==> config.mk <==
export PLATFORM = sky130hd
export DESIGN_NAME = serial_add_sub_ctrl
export DESIGN_NICKNAME = d
export VERILOG_FILES = /design/src/rtl/serial_add_sub_ctrl.sv
export SDC_FILE = /design/constraint.sdc
export NUM_CORES = 1
export LEC_CHECK = 0
export ABC_AREA = 0
export BUFFER_PORTS_ARGS = -buffer_cell sky130_fd_sc_hd__buf_2
export CAP_MARGIN = 20
export CORE_ASPECT_RATIO = 2
export CORE_MARGIN = 1
export CORE_UTILIZATION = 54
export CTS_CLUSTER_DIAMETER = 200
export DETAILED_ROUTE_END_ITERATION = 16
export PLACE_DENSITY = 0.78
export SLEW_MARGIN = 0
export SYNTH_ARGS = -nofsm -noshare
export SYNTH_HDL_FRONTEND = slang
export SYNTH_SLANG_ARGS = --single-unit
==> constraint.sdc <==
create_clock -name clk -period 1.4 [get_ports clk]
set_input_delay 0.28 -clock clk [delete_from_list [all_inputs] [get_ports clk]]
set_output_delay 0.28 -clock clk [all_outputs]
set_load 0.02 [all_outputs]
==> src/rtl/serial_add_sub_ctrl.sv <==
// Bit-serial add/subtract controller, LSB first, one bit per clock.
// Ports: clk, rst (sync, active-high), start/en/a/b request;
// busy, done pulse, result, cout (carry or borrow), ovf.
// ovf exists only when SERIAL_ADD_SUB_OVF_EN is defined.
module serial_add_sub_ctrl #(
  parameter int WIDTH = 8
) (
  input  logic             clk,
  input  logic             rst,
  input  logic             start,
  input  logic             en,
  input  logic [WIDTH-1:0] a,
  input  logic [WIDTH-1:0] b,
  output logic             busy,
  output logic             done,
  output logic [WIDTH-1:0] result,
`ifdef SERIAL_ADD_SUB_OVF_EN
  output logic             ovf,
`endif
  output logic             cout
);

  localparam int CW = (WIDTH > 2) ? $clog2(WIDTH) : 1;
  localparam logic [CW-1:0] LAST = CW'(WIDTH - 1);

  typedef enum logic [1:0] {
    IDLE = 2'd0,
    RUN  = 2'd1,
    DONE = 2'd2
  } state_t;

  state_t           state;
  logic [WIDTH-1:0] ra;
  logic [WIDTH-1:0] rb;
  logic [WIDTH-1:0] sh;
  logic             mode;
  logic             c;
  logic [CW-1:0]    cnt;

  logic             ai;
  logic             bi;
  logic             s;
  logic             cn;
  logic [WIDTH-1:0] sh_nx;

  // One full adder/subtractor cell; mode picks carry or borrow.
  always_comb begin
    ai    = ra[0];
    bi    = rb[0];
    s     = ai ^ bi ^ c;
    cn    = mode ? ((ai & bi) | ((ai ^ bi) & c))
                 : ((~ai & bi) | (~(ai ^ bi) & c));
    sh_nx = {s, sh[WIDTH-1:1]};
  end

  always_ff @(posedge clk) begin
    if (rst) begin
      state  <= IDLE;
      ra     <= '0;
      rb     <= '0;
      sh     <= '0;
      mode   <= 1'b0;
      c      <= 1'b0;
      cnt    <= '0;
      busy   <= 1'b0;
      done   <= 1'b0;
      result <= '0;
      cout   <= 1'b0;
`ifdef SERIAL_ADD_SUB_OVF_EN
      ovf    <= 1'b0;
`endif
    end else begin
      unique case (state)
        IDLE: begin
          done <= 1'b0;
          if (start) begin
            ra    <= a;
            rb    <= b;
            mode  <= en;
            c     <= 1'b0;
            cnt   <= '0;
            busy  <= 1'b1;
            state <= RUN;
          end
        end
        RUN: begin
          ra  <= ra >> 1;
          rb  <= rb >> 1;
          sh  <= sh_nx;
          c   <= cn;
          cnt <= cnt + CW'(1);
          if (cnt == LAST) begin
            // Result is published in one shot so
            // partial shifts never appear on it.
            result <= sh_nx;
            cout   <= cn;
`ifdef SERIAL_ADD_SUB_OVF_EN
            // c holds the carry into the MSB here.
            ovf    <= c ^ cn;
`endif
            busy   <= 1'b0;
            done   <= 1'b1;
            state  <= DONE;
          end
        end
        DONE: begin
          done  <= 1'b0;
          state <= IDLE;
        end
        default: begin
          busy  <= 1'b0;
          done  <= 1'b0;
          state <= IDLE;
        end
      endcase
    end
  end

endmodule

; Word-level counts from Yosys, hierarchy flattened
; Index checks and enable logic that the tools add are counted.
; W data, S select, Z words.
[totals]
latchBits = 0
reg_bits = 42
output_inout_bits = 11
ramBits = 0
rom_bits = 0
mem_count = 0
input_bits = 20
elab_cells = 52
[op_classes]
eq_ne = 5
n_reduce_logical = 8
add_sub_neg = 1
shifts = 0
mux = 15
n_mul = 0
n_div = 0
magnitude_cmp = 0
n_bitwise = 12
[op_table]
columns = op, count
row1 = $pmux W8 S2, 2
row2 = $mux W8, 2
row3 = $reduce_and A2 Y1, 4
row4 = $pmux W3 S2, 1
row5 = $and A1 B1 Y1, 4
row6 = $mux W1, 4
row7 = $mux W2, 2
row8 = $ne A2 B2 Y1 const B, 2
row9 = $not A1 Y1, 4
row10 = $pmux W2 S2, 1
row11 = $add A3 B1 Y3 const B, 1
row12 = $eq A3 B3 Y1 const B, 1
row13 = $mux W3, 1
row14 = $pmux W1 S3, 1
row15 = $reduce_and A3 Y1, 1
row16 = $eq A2 B1 Y1 const B, 1
row17 = $eq A2 B2 Y1 const B, 1
row18 = $logic_not A2 Y1, 1
row19 = $or A1 B1 Y1, 2
row20 = $pmux W1 S2, 1
row21 = $reduce_bool A2 Y1, 1
row22 = $reduce_or A2 Y1, 1
row23 = $xor A1 B1 Y1, 2

; Longest topological paths before layout
; Gate-level depths: netlist of run 1.
[depth]
depth_word = 6
ltp_mapped = 5
ltp_nobuf = 5

; Worst setup path before layout of run 1
; Ideal clock, no wire load.
[synth_timing]
kind = register -> register
from = register cnt[0]
to = register cout
slack_ns = 0.141
t_arrival_ns = 1.188
n_path_buf = 1
setup_ns = 0.071
stages_incl_launch_ff = 6
synth_period_minus_slack_ns = 1.259
required_ns = 1.329
cell_sequence = dfxtp_1 ha_1 ha_1 clkbuf_1 nand4_1 a21oi_1
[synth_via]
elab_chain_cells = 2
[synth_rtl]
columns = item, line
row1 = "start, declared", 38  ; logic [CW-1:0] cnt;
row2 = "start signal, assigned", 91  ; cnt <= cnt + CW'(1);
row3 = $eq A3 B3 Y1, 92  ; if (cnt == LAST) begin
row4 = $reduce_and A2 Y1 (no source line), n/a
row5 = "end signal, assigned", 96  ; cout <= cn;
row6 = "end, declared", 20  ; output logic cout
; No other way between the ends.
; A chain may end at the register's enable or synchronous reset.

; Final worst setup path of run 1
[layout_timing]
from = register state[0]
to = register rb[6]
[layout_via]
elab_chain_cells = 3
elab_cells_between_ends = 6
cone_classes = eq/ne (2) / mux (1) / reduce/logical (3)
[layout_rtl]
columns = item, line
row1 = "start, declared", 32  ; state_t state;
row2 = "start signal, assigned", 58  ; state <= IDLE;
row3 = "start signal, assigned", 83  ; state <= RUN;
row4 = "start signal, assigned", 103  ; state <= DONE;
row5 = $eq A2 B1 Y1 or $logic_not A2 Y1 (tied branches), 73  ; unique case (state)
row6 = $reduce_bool A2 Y1 (no source line) or $ne A2 B2 Y1 (tied branches), n/a
row7 = $reduce_and A2 Y1 (no source line), n/a
row8 = "end signal, assigned", 88  ; rb <= rb >> 1;
row9 = "end, declared", 34  ; logic [WIDTH-1:0] rb;
; Several ways; a longest one is shown, not always the timed one.

==> results_dict.tcl, run 1 <==
set metrics [dict create \
    outcome "finished, final reports clean" \
    first_global_vias 1374 \
    worst_hold_path_type "input port to register" \
    powerDensity_nw_per_um2 1213 \
    hp-start "a[7]" \
    place.gp.congestion 0.7822 \
    worst_pin_slew_ns 0.2974 \
    arrival_ns 1.57 \
    syn-num-nets 226 \
    p_sw_uw 570.8 \
    r2r_start "state[0]$_SDFFE_PP0P_" \
    row_count 28 \
    clockBufferDepth 2 \
    dp_cells 260 \
    core_area_sq_um 2978 \
    crit_required_ns 1.58 \
    die-height_um 81.59 \
    cts_sinks 41 \
    dieArea_sq_um 3410 \
    vdd_drop_max_v 0.001118 \
    via_count 1448 \
    drt_wl_total_um 3407 \
    clock.fmax_mhz 721.6 \
    worstPathMaxFanout 7 \
    dr.pass1.iters 4 \
    layout_common_cells "dfxtp_1, nor2_1, buf_2" \
    final-max-slew-violation-count 0 \
    reg2reg_depth 4 \
    clkLatencyLatePin_ns 0.29 \
    fin_crit_ns 1.386 \
    maxSlewHeadroom_pct 80.15 \
    viasPerCell 5.403 \
    p_int_uw 1928 \
    cp-end-kind "register" \
    power_frac_comb_pct 10.9 \
    holdPathStages 3 \
    synth_area_sq_um 1710 \
    startpoint_type "register" \
    die_w_um 41.80 \
    hpwl_um 2314 \
    avgSynthCellArea_sq_um 8.467 \
    async_flop_share_pct 0 \
    p_clk_share_pct 38.8 \
    p_leak_uw 0.0008626 \
    ys_warn_count 0 \
    setup_tns_ns 0 \
    antenna_cells 0 \
    cts_buffers 5 \
    mostFrequentLayoutCell "dfxtp_1" \
    io_pins 31 \
    wl_per_cell_um 12.71 \
    drive_gt1_share_pct 25.63 \
    grt_pass1_wl_um 5720 \
    cts_tree "built" \
    seqPwrFrac_pct 50.2 \
    start_util_pct 57.44 \
    root_buffer "clkbuf_8" \
    grt_remaining_overflow 0 \
    ctsHoldBuffers 0 \
    dr.first_iter.drc_count 40 \
    synth_top_area_share_pct 47.99 \
    fin_cells 268 \
    setup_viol 0 \
    synth-edff-count 0 \
    synth_cell_types 30 \
    portBuffers 30 \
    cts-resized-gates 1 \
    rr_endpoint "rb[6]$_SDFFE_PP0P_" \
    preCtsSetupSlack_ns 0.03732 \
    p_sw_share_pct 22.84 \
    nets 261 \
    clock_skew_ns 0.004365 \
    area_growth_pct 20.48 \
    grt_start_max_net_pins 42 \
    drt.antenna.violating_nets 0 \
    r2r_slack_ns 0.01 \
    cts_setup_buffers 0 \
    ys_seq_area_share_pct 47.99 \
    synth_ff_type "dfxtp_1" \
    antenna_found_initial 0 \
    yosys.area.top_type "dfxtp_1" \
    fill_cells 251 \
    grtUsageTotal_pct 22.26 \
    htreeDepth 2 \
    hold_violations 0 \
    crit_type "register to register" \
    rsz0062_at_grt "no" \
    clk_pin_slew_ns 0.07 \
    drc 0 \
    drv_cap 0 \
    fin_ws_ns 0.01414 \
    hold_end "ra[7]$_SDFFE_PP0P_" \
    synth_top_cells_by_area "dfxtp_1, nor2_1, a21oi_1" \
    multi_input_area_sq_um 812.0 \
    synth_cells 202 \
    finalCritPeriodShare_pct 98.99 \
    ys_ff_latch 41 \
    seqCellArea_sq_um 822.0 \
]
## logic make-up (layout without fill, tap and decap cells)
family          Yosys count  count (layout)  share of synthesized area (%)
simple gates            107             107                          29.85
compound gates           34              34                          13.17
flops                    41              41                          47.99
fa+ha+maj                 4               4                          3.804
buf+inv                  16              52                          5.194
## stage by stage
step	power [uW]	hold slack, ns	instance area [sq um]	util, %
after floorplan	1463	0.3489	1710	-
final	2499	0.2260	2061	69.20
after global routing	2604	0.2395	2061	69.20
after global placement	1544	0.4387	1932	64.87
after detailed placement	1550	0.4429	1932	64.87
after CTS	2516	0.2266	2052	68.91
## power groups by stage
stage          sequential [uW]  combinational [uW]  clock, uW
2_1_floorplan             1280                 186          0
3_3_place_gp              1280                 264          0
3_5_place_dp              1280                 268          0
4_1_cts                   1250                 272        989
5_1_grt                   1260                 303       1040
6_report                  1250                 273        971
## area by class of cell
cell class,count,share of cell area [%]
repair buffers,42,12.87
flip-flops and latches,41,39.89
clock inverters,1,1.457
well taps,30,1.821
clock buffers,7,4.189
inverters,2,0.3643
multi-input cells,145,39.40
## how the worst max path moves through the flow
| stage | startpoint | end | cells after the start |
|---|---|---|---|
| 2_1_floorplan | cnt[0]$_SDFFE_PP0P_ | cout$_SDFFE_PP0P_ | 5 |
| 3_3_place_gp | state[0]$_SDFFE_PP0P_ | mode$_SDFFE_PP0P_ | 5 |
| 3_5_place_dp | state[0]$_SDFFE_PP0P_ | mode$_SDFFE_PP0P_ | 5 |
| 4_1_cts | state[0]$_SDFFE_PP0P_ | mode$_SDFFE_PP0P_ | 5 |
| 5_1_grt | state[0]$_SDFFE_PP0P_ | rb[6]$_SDFFE_PP0P_ | 4 |
| 6_report | state[0]$_SDFFE_PP0P_ | rb[6]$_SDFFE_PP0P_ | 4 |
## registers in the layout, summed over array words and instances, names as in the netlist
signal,count
ra,8
busy,1
c,1
cout,1
state,2
rb,8
done,1
mode,1
cnt,3
sh,7
result,8
## critical path, cell delays in order, from the launching register on
cell and delay (ns):
dfxtp_2 0.35, buf_4 0.17, or3b_2 0.50, a21oi_2 0.19, nor3_1 0.06
## cell usage after synthesis, types with 2 or more instances
cell type and instances:
nor4_1 8, a21oi_1 23, ha_1 2, nor3_1 7, inv_1 2, or3b_1 2, nand3_1 8, nand2b_1 8
or3b_2 4, nor2_1 38, buf_6 2, buf_2 5, buf_4 2, a22oi_1 4, dfxtp_1 41, clkbuf_1 5
nor3b_1 2, fa_1 2, nand2_1 26
## per-layer routing
metal | global-route usage, % | routed length (um)
met1 | 20.61 | 1363
met2 | 42.34 | 1881
met3 | 6.374 | 102
met4 | 12.26 | 59
met5 | 0 | 0
Power figures use the tool's default switching activity.
==> run 2, diff against run 1 <==
--- a/config.mk
+++ b/config.mk
@@ -8,11 +8,12 @@
 export ABC_AREA = 0
 export BUFFER_PORTS_ARGS = -buffer_cell sky130_fd_sc_hd__buf_2
 export CAP_MARGIN = 20
-export CORE_ASPECT_RATIO = 2
+export CORE_ASPECT_RATIO = 0.7
 export CORE_MARGIN = 1
 export CORE_UTILIZATION = 54
 export CTS_CLUSTER_DIAMETER = 200
 export DETAILED_ROUTE_END_ITERATION = 16
+export GPL_TIMING_DRIVEN = 0
 export PLACE_DENSITY = 0.78
 export SLEW_MARGIN = 0
 export SYNTH_ARGS = -nofsm -noshare
==> results_dict.tcl, run 2 (synthesis results as in run 1) <==
set metrics [dict create \
    die_w_um 69.27 \
    worstPathMaxFanout 10 \
    hold_violations 0 \
    fin_ws_ns 0.07876 \
    core_area_sq_um 2903 \
    cts_sinks 41 \
    vdd_drop_max_v 0.0008478 \
    worst_hold_path_type "input port to register" \
    powerDensity_nw_per_um2 1169 \
    grt_remaining_overflow 0 \
    io_pins 31 \
    finalCritPeriodShare_pct 94.37 \
    clock.fmax_mhz 756.9 \
    via_count 1469 \
    rsz0062_at_grt "no" \
    first_global_vias 1352 \
    hpwl_um 2465 \
    grt_pass1_wl_um 6244 \
    p_sw_share_pct 24.77 \
    clock_skew_ns 0.004056 \
    mostFrequentLayoutCell "dfxtp_1" \
    die-height_um 49.09 \
    start_util_pct 58.92 \
    clockBufferDepth 2 \
    antenna_cells 0 \
    final-max-slew-violation-count 0 \
    power_frac_comb_pct 11.1 \
    crit_type "register to register" \
    grt_start_max_net_pins 13 \
    nets 263 \
    multi_input_area_sq_um 808.3 \
    clk_pin_slew_ns 0.08 \
    setup_viol 0 \
    grtUsageTotal_pct 23.29 \
    fin_cells 276 \
    maxSlewHeadroom_pct 67.03 \
    drc 0 \
    viasPerCell 5.322 \
    reg_top3 "ra x8, rb x8, result x8" \
    area_growth_pct 18.43 \
    setup_tns_ns 0 \
    fin_crit_ns 1.321 \
    preCtsSetupSlack_ns -0.1450 \
    fill_cells 245 \
    cts_tree "built" \
    cts_buffers 5 \
    drt.antenna.violating_nets 0 \
    seqCellArea_sq_um 822.0 \
    cp-end-kind "register" \
    worst_pin_slew_ns 0.4945 \
    root_buffer "clkbuf_8" \
    ctsHoldBuffers 0 \
    startpoint_type "register" \
    stdcell_area_sq_um 2026 \
    drive_gt1_share_pct 24.58 \
    antenna_found_initial 0 \
    seqPwrFrac_pct 53.1 \
    layout_common_cells "dfxtp_1, nor2_1, buf_2" \
    p_leak_uw 0.0008419 \
    dp_cells 267 \
    clkLatencyLatePin_ns 0.30 \
    dr.first_iter.drc_count 110 \
    place_area_sq_um 1901 \
    p_clk_share_pct 35.7 \
    outcome "finished, final reports clean" \
    hold_slack_ns 0.2034 \
    p_int_uw 1781 \
    portBuffers 29 \
    drt_wl_total_um 3536 \
    arrival_ns 1.48 \
    crit_required_ns 1.56 \
    wl_per_cell_um 12.81 \
    dieArea_sq_um 3400 \
    drv_cap 0 \
    place.gp.congestion 0.7353 \
    row_count 16 \
    p_sw_uw 586.5 \
    htreeDepth 2 \
    dr.pass1.iters 4 \
]
## run 2: cell count changes in the layout (fill, tap and decap cells not counted), moves of 2 or more
cell and delta:
buf_12 -2, buf_2 +4, buf_4 -7, buf_6 +3, clkbuf_1 +3
## run 2: path summary, 6_finish.rpt
kind | startpoint | cells after the start | to | slack [ns]
worst max-delay path | state[0]$_SDFFE_PP0P_ | 4 | ra[4]$_SDFFE_PP0P_ | 0.08
worst min register to register | result[0]$_SDFFE_PP0P_ | 2 | result[0]$_SDFFE_PP0P_ | 0.45
worst min-delay path | rst | 2 | rb[0]$_SDFFE_PP0P_ | 0.20
worst max register to register | state[0]$_SDFFE_PP0P_ | 4 | ra[4]$_SDFFE_PP0P_ | 0.08
## run 2: metrics by stage
stage                     utilization, %  power (uW)
after floorplan                        -        1463
after global placement             65.47        1539
after detailed placement           65.47        1543
after CTS                          69.27        2375
after global routing               69.78        2488
final                              69.78        2368
## run 2: layer usage
layer  vias up  routed length [um]  part of all wire, %  track usage [%]
met5         -                   0                    0                0
met4         0                  53                  1.5            6.803
met3         8                 203                  5.7            8.884
met2        34                1424                   40            32.04
met1       672                1854                   52            33.64
li1        755                   -                    -                -
## run 2: area by class of cell
| cell class | count | share of cell area [%] |
|---|---|---|
| Tap cell | 36 | 2.224 |
| Clock buffer | 7 | 4.756 |
| Clock inverter | 1 | 0.2471 |
| Inverter | 2 | 0.3706 |
| Multi-Input combinational cell | 145 | 39.90 |
| Timing Repair Buffer | 30 | 7.721 |
| Buffer | 14 | 4.200 |
| Sequential cell | 41 | 40.58 |
## run 2: power groups by stage
stage | clock network, uW | registers, uW | logic (uW)
after floorplan | 0 | 1280 | 186
after global placement | 0 | 1280 | 257
after detailed placement | 0 | 1280 | 260
after CTS | 857 | 1260 | 261
after global routing | 924 | 1270 | 297
final | 846 | 1260 | 263
## run 2: what timing repair did
action | 4_1_cts | 5_1_grt
pin swaps | 1 | 0
buffers inserted | 1 | 0
setup endpoints to repair | 11 | 20
resized for setup | 1 | 7
## run 2: critical path: stages, from the launching register on
cell and delay, ns:
dfxtp_2 0.37, buf_4 0.19, or3b_1 0.38, a21oi_1 0.18
nor3_1 0.07
==> run 3, diff against run 2 <==
--- a/config.mk
+++ b/config.mk
@@ -8,13 +8,15 @@
 export ABC_AREA = 0
 export BUFFER_PORTS_ARGS = -buffer_cell sky130_fd_sc_hd__buf_2
 export CAP_MARGIN = 20
+export CELL_PAD_IN_SITES_DETAIL_PLACEMENT = 0
+export CELL_PAD_IN_SITES_GLOBAL_PLACEMENT = 1
 export CORE_ASPECT_RATIO = 0.7
 export CORE_MARGIN = 1
-export CORE_UTILIZATION = 54
+export CORE_UTILIZATION = 40
 export CTS_CLUSTER_DIAMETER = 200
 export DETAILED_ROUTE_END_ITERATION = 16
 export GPL_TIMING_DRIVEN = 0
-export PLACE_DENSITY = 0.78
+export PLACE_DENSITY_LB_ADDON = 0.1
 export SLEW_MARGIN = 0
 export SYNTH_ARGS = -nofsm -noshare
 export SYNTH_HDL_FRONTEND = slang
==> results_dict.tcl, run 3 (synthesis results as in run 1) <==
set metrics [dict create \
    outcome "finished, final reports clean" \
    cts_buffers 5 \
    dr.pass1.iters 4 \
    drive_gt1_share_pct 24.58 \
    core_area_sq_um 4018 \
    reg_top3 "ra x8, rb x8, result x8" \
    hold_violations 0 \
    row_count 19 \
    finalCritPeriodShare_pct 92.62 \
    fin_crit_ns 1.297 \
    vdd_drop_max_v 0.0005953 \
    clockBufferDepth 2 \
    final-max-slew-violation-count 0 \
    preCtsSetupSlack_ns -0.1205 \
    antenna_cells 0 \
    maxSlewHeadroom_pct 61.95 \
    wl_per_cell_um 13.19 \
    area_growth_pct 19.39 \
    crit_type "register to register" \
    grt_pass1_wl_um 6279 \
    dr.first_iter.drc_count 127 \
    start_util_pct 42.57 \
    htreeDepth 2 \
    die-height_um 56.71 \
    grtUsageTotal_pct 18.58 \
    r2r_slack_ns 0.10 \
    hpwl_um 2718 \
    io_pins 31 \
    cts_tree "built" \
    rsz0062_at_grt "no" \
    crit_required_ns 1.61 \
    arrival_ns 1.51 \
    nets 263 \
    p_leak_uw 0.0008395 \
    drc 0 \
    layout_common_cells "dfxtp_1, nor2_1, buf_2" \
    powerDensity_nw_per_um2 1159 \
    clock.fmax_mhz 771.2 \
    root_buffer "clkbuf_8" \
    worst_hold_path_type "input port to register" \
    portBuffers 29 \
    first_global_vias 1318 \
    grt_remaining_overflow 0 \
    clkLatencyLatePin_ns 0.29 \
    drv_cap 0 \
    reg2reg_depth 5 \
    ctsHoldBuffers 0 \
    cp-end-kind "register" \
    drt.antenna.violating_nets 0 \
    setup_viol 0 \
    power_uw 2366 \
    mostFrequentLayoutCell "dfxtp_1" \
    startpoint_type "register" \
    fin_ws_ns 0.1033 \
    drt_wl_total_um 3851 \
    place.gp.congestion 0.7630 \
    worst_pin_slew_ns 0.5707 \
    utilization_pct 50.83 \
    holdPathStages 2 \
    antenna_found_initial 0 \
    cts_sinks 41 \
    worstPathMaxFanout 10 \
    clock_skew_ns 0.005094 \
    die_w_um 80.16 \
    dieArea_sq_um 4546 \
    viasPerCell 5.123 \
    grt_start_max_net_pins 13 \
    via_count 1496 \
    clk_pin_slew_ns 0.08 \
]
[run 3: cell count changes in the layout (fill, tap and decap cells not counted)]
| cell | change |
|---|---|
| buf_6 | -1 |
| clkbuf_4 | +1 |
[run 3: through the flow]
| stage | cells | hold WS, ns | cell area [sq um] | setup TNS, ns |
|---|---|---|---|---|
| 2_1_floorplan | 202 | 0.3489 | 1710 | 0 |
| 3_3_place_gp | 283 | 0.4418 | 1921 | -0.8557 |
| 3_5_place_dp | 283 | 0.4475 | 1921 | -0.8578 |
| 4_1_cts | 292 | 0.2112 | 2036 | 0 |
| 5_1_grt | 292 | 0.2205 | 2042 | 0 |
| 6_report | 292 | 0.2162 | 2042 | 0 |
[run 3: final timing paths]
check / start / to
min reg2reg: result[2]$_SDFFE_PP0P_ / result[2]$_SDFFE_PP0P_
max: cnt[0]$_SDFFE_PP0P_ / result[1]$_SDFFE_PP0P_
min: rst / rb[0]$_SDFFE_PP0P_
max reg2reg: cnt[0]$_SDFFE_PP0P_ / result[1]$_SDFFE_PP0P_
[run 3: layout make-up]
type / count / area (sq um)
fillers: 407 / 1976
flip-flops and latches: 41 / 822.0
multi-input cells: 145 / 808.3
repair buffers: 30 / 152.6
clock buffers: 7 / 96.34
plain buffers: 14 / 85.08
well taps: 52 / 65.06
inverters: 2 / 7.507
clock inverters: 1 / 5.005
[run 3: critical path: stages, from the launching register on]
cell and delay (ns):
dfxtp_1 0.37, ha_1 0.17, ha_2 0.22, clkbuf_4 0.22
nand3_1 0.11, a21oi_1 0.13
[run 3: metal layers]
metal	part of all wire, %	wire [um]	up-vias	GRT usage (%)
li1	-	-	759	-
met1	52	2015	694	27.47
met2	42	1615	38	25.76
met3	4.7	182	5	4.878
met4	0.99	38	0	6.122
met5	0	0	-	0
[run 3: power by group]
part	internal [uW]	switching, uW	leakage [uW]	total, uW
clock	446	397	0.0000542	842
sequential	1220	36.7	0.000336	1260
combinational	114	152	0.000450	266
[run 3: timing repair]
item                       in CTS  in global routing
gates resized for setup         2                  4
pin swaps                       1                  0
buffers inserted                1                  0
setup endpoints to repair      14                 14
hold endpoints to repair        0                  0
